### src/rtl/multicycle_controller.sv
// multicycle_controller
//   Main control FSM for the multicycle RV32I core. It walks each instruction through
//   fetch / decode / execute / writeback and drives the ALU control and operand selects,
//   the memory and register-file strobes, and the PC/IR enables.
//
// Ports
//   clock, reset_n      rising-edge clock, asynchronous active-low reset
//   op, funct3,         instruction fields [6:0], [14:12], [30]
//   funct7b5
//   zero                ALU zero flag (branch condition)
//   PC_write            PC enable (update | taken branch)
//   address_source      memory address: 0 = PC, 1 = result
//   memory_write        data memory write enable
//   IR_write            instruction register / old_PC enable
//   result_source       00 ALU_out, 01 read data, 10 ALU_result
//   ALU_control         000 add, 001 sub, 010 and, 011 or, 101 slt
//   ALU_src_A           00 PC, 01 old_PC, 10 rd1
//   ALU_src_B           00 rd2, 01 immediate, 10 constant 4
//   register_write      register file write enable
//   immediate_source    00 I, 01 S, 10 B, 11 J
//
// Build option
//   MULTICYCLE_CONTROLLER_BNE_EN  when defined, the branch state also executes bne
//                                 (funct3[0] inverts the zero condition).

module multicycle_controller (
  input  logic       clock,
  input  logic       reset_n,
  input  logic [6:0] op,
  input  logic [2:0] funct3,
  input  logic       funct7b5,
  input  logic       zero,
  output logic       PC_write,
  output logic       address_source,
  output logic       memory_write,
  output logic       IR_write,
  output logic [1:0] result_source,
  output logic [2:0] ALU_control,
  output logic [1:0] ALU_src_A,
  output logic [1:0] ALU_src_B,
  output logic       register_write,
  output logic [1:0] immediate_source
);

  localparam logic [3:0] StFetch    = 4'd0;
  localparam logic [3:0] StDecode   = 4'd1;
  localparam logic [3:0] StMemAdr   = 4'd2;
  localparam logic [3:0] StMemRead  = 4'd3;
  localparam logic [3:0] StMemWb    = 4'd4;
  localparam logic [3:0] StMemWrite = 4'd5;
  localparam logic [3:0] StExecR    = 4'd6;
  localparam logic [3:0] StExecI    = 4'd7;
  localparam logic [3:0] StAluWb    = 4'd8;
  localparam logic [3:0] StJal      = 4'd9;
  localparam logic [3:0] StBeq      = 4'd10;

  localparam logic [6:0] OpLoad   = 7'b0000011;
  localparam logic [6:0] OpStore  = 7'b0100011;
  localparam logic [6:0] OpRType  = 7'b0110011;
  localparam logic [6:0] OpIType  = 7'b0010011;
  localparam logic [6:0] OpJal    = 7'b1101111;
  localparam logic [6:0] OpBranch = 7'b1100011;

  logic [3:0] state_q, state_d;
  logic [1:0] alu_op;
  logic       pc_update;
  logic       branch;
  logic       branch_taken;

  // Reset is asynchronous so write strobes drop the moment reset_n falls.
  always_ff @(posedge clock or negedge reset_n) begin
    if (!reset_n) begin
      state_q <= StFetch;
    end else begin
      state_q <= state_d;
    end
  end

  always_comb begin
    state_d = StFetch;
    case (state_q)
      StFetch: state_d = StDecode;
      StDecode: begin
        case (op)
          OpLoad, OpStore: state_d = StMemAdr;
          OpRType:         state_d = StExecR;
          OpIType:         state_d = StExecI;
          OpJal:           state_d = StJal;
          OpBranch:        state_d = StBeq;
          default:         state_d = StFetch;  // unsupported op runs as a nop
        endcase
      end
      StMemAdr:  state_d = (op == OpLoad) ? StMemRead : StMemWrite;
      StMemRead: state_d = StMemWb;
      StExecR:   state_d = StAluWb;
      StExecI:   state_d = StAluWb;
      StJal:     state_d = StAluWb;
      default:   state_d = StFetch;  // writeback states, branch and unused encodings
    endcase
  end

  // State output decode (Moore part).
  always_comb begin
    pc_update      = 1'b0;
    branch         = 1'b0;
    address_source = 1'b0;
    memory_write   = 1'b0;
    IR_write       = 1'b0;
    register_write = 1'b0;
    result_source  = 2'b00;
    ALU_src_A      = 2'b00;
    ALU_src_B      = 2'b00;
    alu_op         = 2'b00;
    case (state_q)
      StFetch: begin
        IR_write      = 1'b1;
        ALU_src_B     = 2'b10;
        result_source = 2'b10;
        pc_update     = 1'b1;
      end
      StDecode: begin
        // Precompute the branch/jump target into ALU_out.
        ALU_src_A = 2'b01;
        ALU_src_B = 2'b01;
      end
      StMemAdr: begin
        ALU_src_A = 2'b10;
        ALU_src_B = 2'b01;
      end
      StMemRead: begin
        address_source = 1'b1;
      end
      StMemWb: begin
        result_source  = 2'b01;
        register_write = 1'b1;
      end
      StMemWrite: begin
        address_source = 1'b1;
        memory_write   = 1'b1;
      end
      StExecR: begin
        ALU_src_A = 2'b10;
        alu_op    = 2'b10;
      end
      StExecI: begin
        ALU_src_A = 2'b10;
        ALU_src_B = 2'b01;
        alu_op    = 2'b10;
      end
      StAluWb: begin
        register_write = 1'b1;
      end
      StJal: begin
        ALU_src_A = 2'b01;
        ALU_src_B = 2'b10;
        pc_update = 1'b1;
      end
      StBeq: begin
        ALU_src_A = 2'b10;
        alu_op    = 2'b01;
        branch    = 1'b1;
      end
      default: ;
    endcase
  end

`ifdef MULTICYCLE_CONTROLLER_BNE_EN
  assign branch_taken = zero ^ funct3[0];
`else
  assign branch_taken = zero;
`endif

  // Only Mealy path: a taken branch loads the target held in ALU_out.
  assign PC_write = pc_update | (branch & branch_taken);

  // ALU decoder.
  always_comb begin
    ALU_control = 3'b000;
    case (alu_op)
      2'b00: ALU_control = 3'b000;
      2'b01: ALU_control = 3'b001;
      default: begin
        case (funct3)
          // op[5] separates R-type sub from addi whose imm[10] lands on funct7b5.
          3'b000:  ALU_control = (op[5] & funct7b5) ? 3'b001 : 3'b000;
          3'b010:  ALU_control = 3'b101;
          3'b110:  ALU_control = 3'b011;
          3'b111:  ALU_control = 3'b010;
          default: ALU_control = 3'b000;
        endcase
      end
    endcase
  end

  // Immediate format depends only on the opcode, independent of state.
  always_comb begin
    immediate_source = 2'b00;
    case (op)
      OpStore:  immediate_source = 2'b01;
      OpBranch: immediate_source = 2'b10;
      OpJal:    immediate_source = 2'b11;
      default:  immediate_source = 2'b00;
    endcase
  end

endmodule

### config.mk
export PLATFORM = sky130hd
export DESIGN_NAME = multicycle_controller
export DESIGN_NICKNAME = d
export VERILOG_FILES = /design/src/rtl/multicycle_controller.sv
export SDC_FILE = /design/constraint.sdc
export NUM_CORES = 1
export LEC_CHECK = 0
export CORE_AREA = 2 2 39 41
export DETAILED_ROUTE_END_ITERATION = 10
export DIE_AREA = 0 0 41 43
export DONT_BUFFER_PORTS = 1
export GPL_TIMING_DRIVEN = 0
export PLACE_DENSITY = 0.59
export SYNTH_ARGS = -nofsm -noshare
export SYNTH_HDL_FRONTEND = slang
export SYNTH_SLANG_ARGS = --single-unit
### constraint.sdc
create_clock -name clock -period 0.9 [get_ports clock]
set_input_delay 0.09 -clock clock [delete_from_list [all_inputs] [get_ports clock]]
set_output_delay 0.09 -clock clock [all_outputs]
set_load 0.01 [all_outputs]
; ---- Word-level counts from Yosys, hierarchy flattened
; Index checks and enable logic that the tools add are counted.
[word_totals]
regBits = 4
latch_bits = 0
ramBits = 0
rom_bits = 0
in_bits = 14
word_cells = 53
n_memories = 0
[classes]
n_addsub = 0
n_mul = 0
div = 0
order_cmp = 0
n_eq_ne = 20
n_shift = 0
mux = 17
bitwise_logic = 3
reduce_logical = 12
[op_table]
columns = operator, n
row1 = $pmux W4 S5, 2
row2 = $eq A4 B3 Y1 const B, 4
row3 = $pmux W2 S2, 4
row4 = $eq A7 B6 Y1 const B, 2
row5 = $eq A7 B7 Y1 const B, 2
row6 = $eq A4 B4 Y1 const B, 3
row7 = $pmux W3 S4, 1
row8 = $reduce_or A2 Y1, 6
row9 = $eq A4 B2 Y1 const B, 2
row10 = $eq A7 B2 Y1 const B, 1
row11 = $eq A7 B5 Y1 const B, 1
row12 = $mux W1, 7
row13 = $eq A3 B3 Y1 const B, 2
row14 = $pmux W2 S3, 1
row15 = $pmux W3 S2, 1
row16 = $reduce_or A3 Y1, 2
row17 = $eq A4 B1 Y1 const B, 1
row18 = $logic_not A4 Y1, 1
row19 = $reduce_or A4 Y1, 1
row20 = $eq A3 B2 Y1 const B, 1
row21 = $logic_not A3 Y1, 1
row22 = $mux W3, 1
row23 = $and A1 B1 Y1, 2
row24 = $eq A2 B1 Y1 const B, 1
row25 = other kinds (2), 2

; ---- Depth between registers and ports, before layout
[depth]
ltp_word = 5
ltp_mapped = 4
depth_no_buf = 3

; ---- Worst setup path before layout
; OpenSTA, ideal clock, no wires.
[synth_path]
kind = register to output
from = register state_q[0]
to = output port IR_write
t_arrival_ps = 1039
required_time_ps = 810
slack_ps = -229
stages_incl_launch_ff = 3
path_cell_list = dfrtp_1 -> buf_2 -> nor4_1
[synth_via]
elab_chain_cells = 2
[synth_lines]
columns = item, line_no
row1 = "start, declared", 64  ; logic [3:0] state_q, state_d;
row2 = "start signal, assigned", 73  ; state_q <= StFetch;
row3 = "start signal, assigned", 75  ; state_q <= state_d;
row4 = $logic_not A4 Y1, 114  ; case (state_q)
row5 = $mux W1, 114
row6 = "end, declared", 36  ; output logic IR_write,
; No other way between the ends.

; ---- Worst setup path after layout
[layout_path]
from = register state_q[0]
to = output port ALU_src_B[0]
[layout_via]
elab_chain_cells = 3
elab_cells_between_ends = 8
classes_between = eq/ne (4) / mux (1) / reduce/logical (3)
[layout_lines]
columns = item, line_no
row1 = "$eq A4 B3 Y1, or another cell as far along", 114
row2 = $reduce_or A3 Y1 (no line) / $reduce_or A2 Y1 (equally long branches), --
row3 = $pmux W2 S2 *, 114
row4 = "end, declared", 40  ; output logic [1:0] ALU_src_B,
; Mark *: on every way between the ends. The rest lies on a longest branch, timed or not.

==> impl_results.rst <==
.. list-table::
   :header-rows: 1

   * - Metric
     - Value
   * - Run status
     - finished with violations
   * - Failing checks
     - setup timing
   * - Worst clock skew on the final layout
     - 0.009885 ns
   * - Worst Reg2Reg Path Length in Cells
     - 6
   * - Util after Layout
     - 0.6718
   * - Most used cells in the layout excluding fill and tap cells
     - 13 x buf_4, 10 x buf_6, 4 x nand3_1, 4 x xnor2_1
   * - Vias in the first global route
     - 575
   * - Min Hold Slack
     - approximately 0.011 ns
   * - Nature of the critical path endpoint
     - output pin
   * - First-pass GRT wire length
     - ~2400 um
   * - Setup slack after layout
     - -0.4470 ns
   * - Worst setup slack after placement
     - -0.2094 ns
   * - Final WL
     - 1657 um
   * - Sequential fraction of the synthesis area
     - 0.2046
   * - Most flops, register
     - state_q
   * - Launch point of the worst path
     - state_q[0]
   * - Cell-by-cell listing of the critical path
     - buf_4, nand2b_4, or2_4, a21oi_4
   * - Number of clock buffers inserted by TritonCTS
     - 3
   * - Initial standard-cell utilization of the core
     - 0.3535
   * - Arrival @ worst endpoint
     - 1.26 ns
   * - DIE HEIGHT
     - 43 um
   * - Largest registers ranked by flip-flop count
     - state_q: 4 flops
   * - End point of the critical path
     - ALU_src_B[0]
   * - Boundary Pins
     - 30
   * - Post-layout nets
     - approximately 110
   * - Last weighted congestion value of the routability-driven placer
     - between 0.6 and 0.7
   * - Gr usage total
     - 0.1956
   * - Core area
     - 0.001384 sq mm
   * - Cell at the slowest stage of the critical path
     - dfrtp_2
   * - LEAKAGE
     - 0.3798 nW
   * - Post-Syn Instances
     - 66
   * - Achievable frequency
     - 742.4 MHz
   * - Via density per instance
     - 5.463
   * - DRT antenna net count
     - 0
   * - Final critical delay including setup and external delays
     - between 1 and 1.5 ns
   * - Post-synth net total
     - 80
   * - Worst min-delay path class
     - input pin to flop
   * - Crit path launch type
     - flop
   * - Yosys reg bits
     - 4
   * - Main synth FF type
     - dfrtp_1
   * - Final antenna diode count
     - 0
   * - Master cell of the clock root buffer
     - clkbuf_4
   * - Final Hold Vio Count
     - 0
   * - Die W
     - 41 um
   * - Peak supply drop
     - roughly 1.1 mV
   * - Leading cell type in the layout, fill and taps excluded
     - buf_4
   * - Reg-to-Reg End
     - state_q[1]
   * - CTS tree
     - yes
   * - Count of synthesis-stage warnings from yosys
     - 0
   * - Number of iterations in the first detailed-routing pass
     - 2
   * - Category of the most critical setup path
     - flop to output pin
   * - Cell Area, Synth
     - just under 500 sq um
   * - Synth async-reset ratio
     - 1.000
   * - Fraction of layout cells with a size suffix above 1
     - 0.6413
   * - Number of buffers added on ports
     - 0
   * - Crit path largest cell delay
     - 0.41 ns
   * - Number of fill cells
     - between 100 and 150
   * - Reported max-cap violation count
     - 0
   * - Post-route setup TNS
     - -6.170 ns
   * - Worst relative slew slack
     - 0.8185
   * - Placed wire-length estimate
     - 950.9 um
   * - Setup slack, reg-to-reg
     - -0.34 ns
   * - Antenna violations before repair
     - 0
   * - RSZ-0062 raised after global routing
     - true
   * - Biggest fanout along the worst timing path
     - 6
   * - Required time reported for the critical path endpoint
     - 0.81 ns
   * - Maximum number of buffers from clock root to sink
     - 2
   * - Overall via count from detail_route
     - 590
   * - Relative area change from synthesis to final layout
     - 90.03%
   * - H-tree lvl count
     - 1
   * - Post-detailed-route wirelength per cell
     - 15.34 um
   * - DRT iter0 DRCs
     - 2
   * - Count of flip-flops with a built-in enable after synthesis
     - 0
   * - Worst flop-to-flop path startpoint
     - state_q[3]
   * - Remaining global-route overflow
     - 0
   * - Worst slew pin tran
     - 0.2702 ns
   * - Total number of placement rows
     - 14
   * - Power density relative to cell area
     - 1729 mW/mm^2
   * - Period utilization
     - 1.497
   * - Syn avg cell area
     - 7.412 sq um
   * - Final number of setup-violating endpoints
     - 18
   * - Largest register FFs
     - 4
   * - Total die area
     - around 0.0018 sq mm
   * - Number of max-slew violations in the final report
     - 0
   * - Yosys cell types
     - 30
   * - Clock transition at the register clock pins on the worst setup and hold paths after CTS
     - 0.05 ns
   * - Clock net sink count
     - 4
   * - Number of remaining DRC errors
     - 0
   * - Largest net degree at the start of global routing
     - 11
   * - Worst-Skew Late Latency
     - 0.24 ns
==> worst min path at each step <==
stage / startpoint / end / slack [ns] / cells past startpoint
floorplan: reset_n / state_q[0] / -0.21 / 0
detailed placement: reset_n / state_q[3] / -0.21 / 0
global placement: reset_n / state_q[2] / -0.21 / 0
global route: op[4] / state_q[0] / 0.02 / 2
finish: op[4] / state_q[0] / 0.01 / 2
CTS: op[4] / state_q[0] / 0.02 / 2
==> cells by family (layout without fill, tap and decap cells) <==
| group | count (synthesis) | after routing | synth area share |
|---|---|---|---|
| buffers and inverters | 7 | 33 | 0.07927 |
| XOR/XNOR | 4 | 4 | 0.07160 |
| flip-flops | 4 | 4 | 0.2046 |
| AO/OA/AOI/OAI | 11 | 11 | 0.1484 |
| AND/OR/NAND/NOR | 40 | 40 | 0.4962 |
==> report_power, final <==
part | switching, mW | internal (mW) | total [mW]
clock network | 0.0820 | 0.167 | 0.249
logic | 0.534 | 0.561 | 1.09
registers | 0.0502 | 0.213 | 0.264
==> per-stage QoR <==
step	power [mW]	area, sq um	instances
after floorplan	0.8402	563.0	66
after global placement	0.9189	583.1	82
after detailed placement	0.9204	583.1	82
after CTS	1.564	822.0	102
after global routing	1.728	929.6	108
final	1.607	929.6	108
==> layout make-up <==
| class | count | area [sq um] | share of cell area |
|---|---|---|---|
| Multi-Input combinational cell | 55 | 518.0 | 0.5572 |
| Inverter | 3 | 11.26 | 0.01211 |
| Buffer | 4 | 52.55 | 0.05653 |
| Sequential cell | 4 | 103.9 | 0.1117 |
| Timing Repair Buffer | 22 | 197.7 | 0.2127 |
| Clock buffer | 4 | 26.28 | 0.02826 |
| Tap cell | 16 | 20.02 | 0.02153 |
==> critical path, delay by kind of cell, from the launching register on <==
| family | cells | cell delay (ns) |
|---|---|---|
| buf+inv | 1 | 0.15 |
| simple gates | 2 | 0.30 |
| flops | 1 | 0.41 |
| compound gates | 1 | 0.15 |
==> layer usage <==
metal	up-vias	wire length, um	global-route usage
li1	292	-	-
met1	283	612	0.2280
met3	0	46	0.03141
met2	15	998	0.3500
met5	-	0	0
met4	0	0	0.04000
==> cells in the mapped netlist, types with 2 or more instances <==
| master | number | area (sq um) |
|---|---|---|
| dfrtp_1 | 4 | 100.1 |
| nand3_1 | 4 | 20.02 |
| a31oi_1 | 3 | 18.77 |
| and3_1 | 4 | 25.02 |
| xnor2_1 | 4 | 35.03 |
| nand2b_1 | 5 | 31.28 |
| buf_4 | 2 | 15.01 |
| nor4_1 | 2 | 12.51 |
| nand2_1 | 5 | 18.77 |
| inv_1 | 3 | 11.26 |
| nor2_1 | 6 | 22.52 |
| a21oi_1 | 3 | 15.01 |
| nor3b_1 | 2 | 15.01 |
| nor3_1 | 3 | 15.01 |
==> timing repair <==
action	in CTS	in global routing
cloned	1	0
pin swaps	7	9
hold buffers	1	0
setup endpoints to repair	18	18
gates resized for setup	22	19
buffers inserted	14	8
endpoints found under the hold margin	4	0
Power figures use the tool's default switching activity.
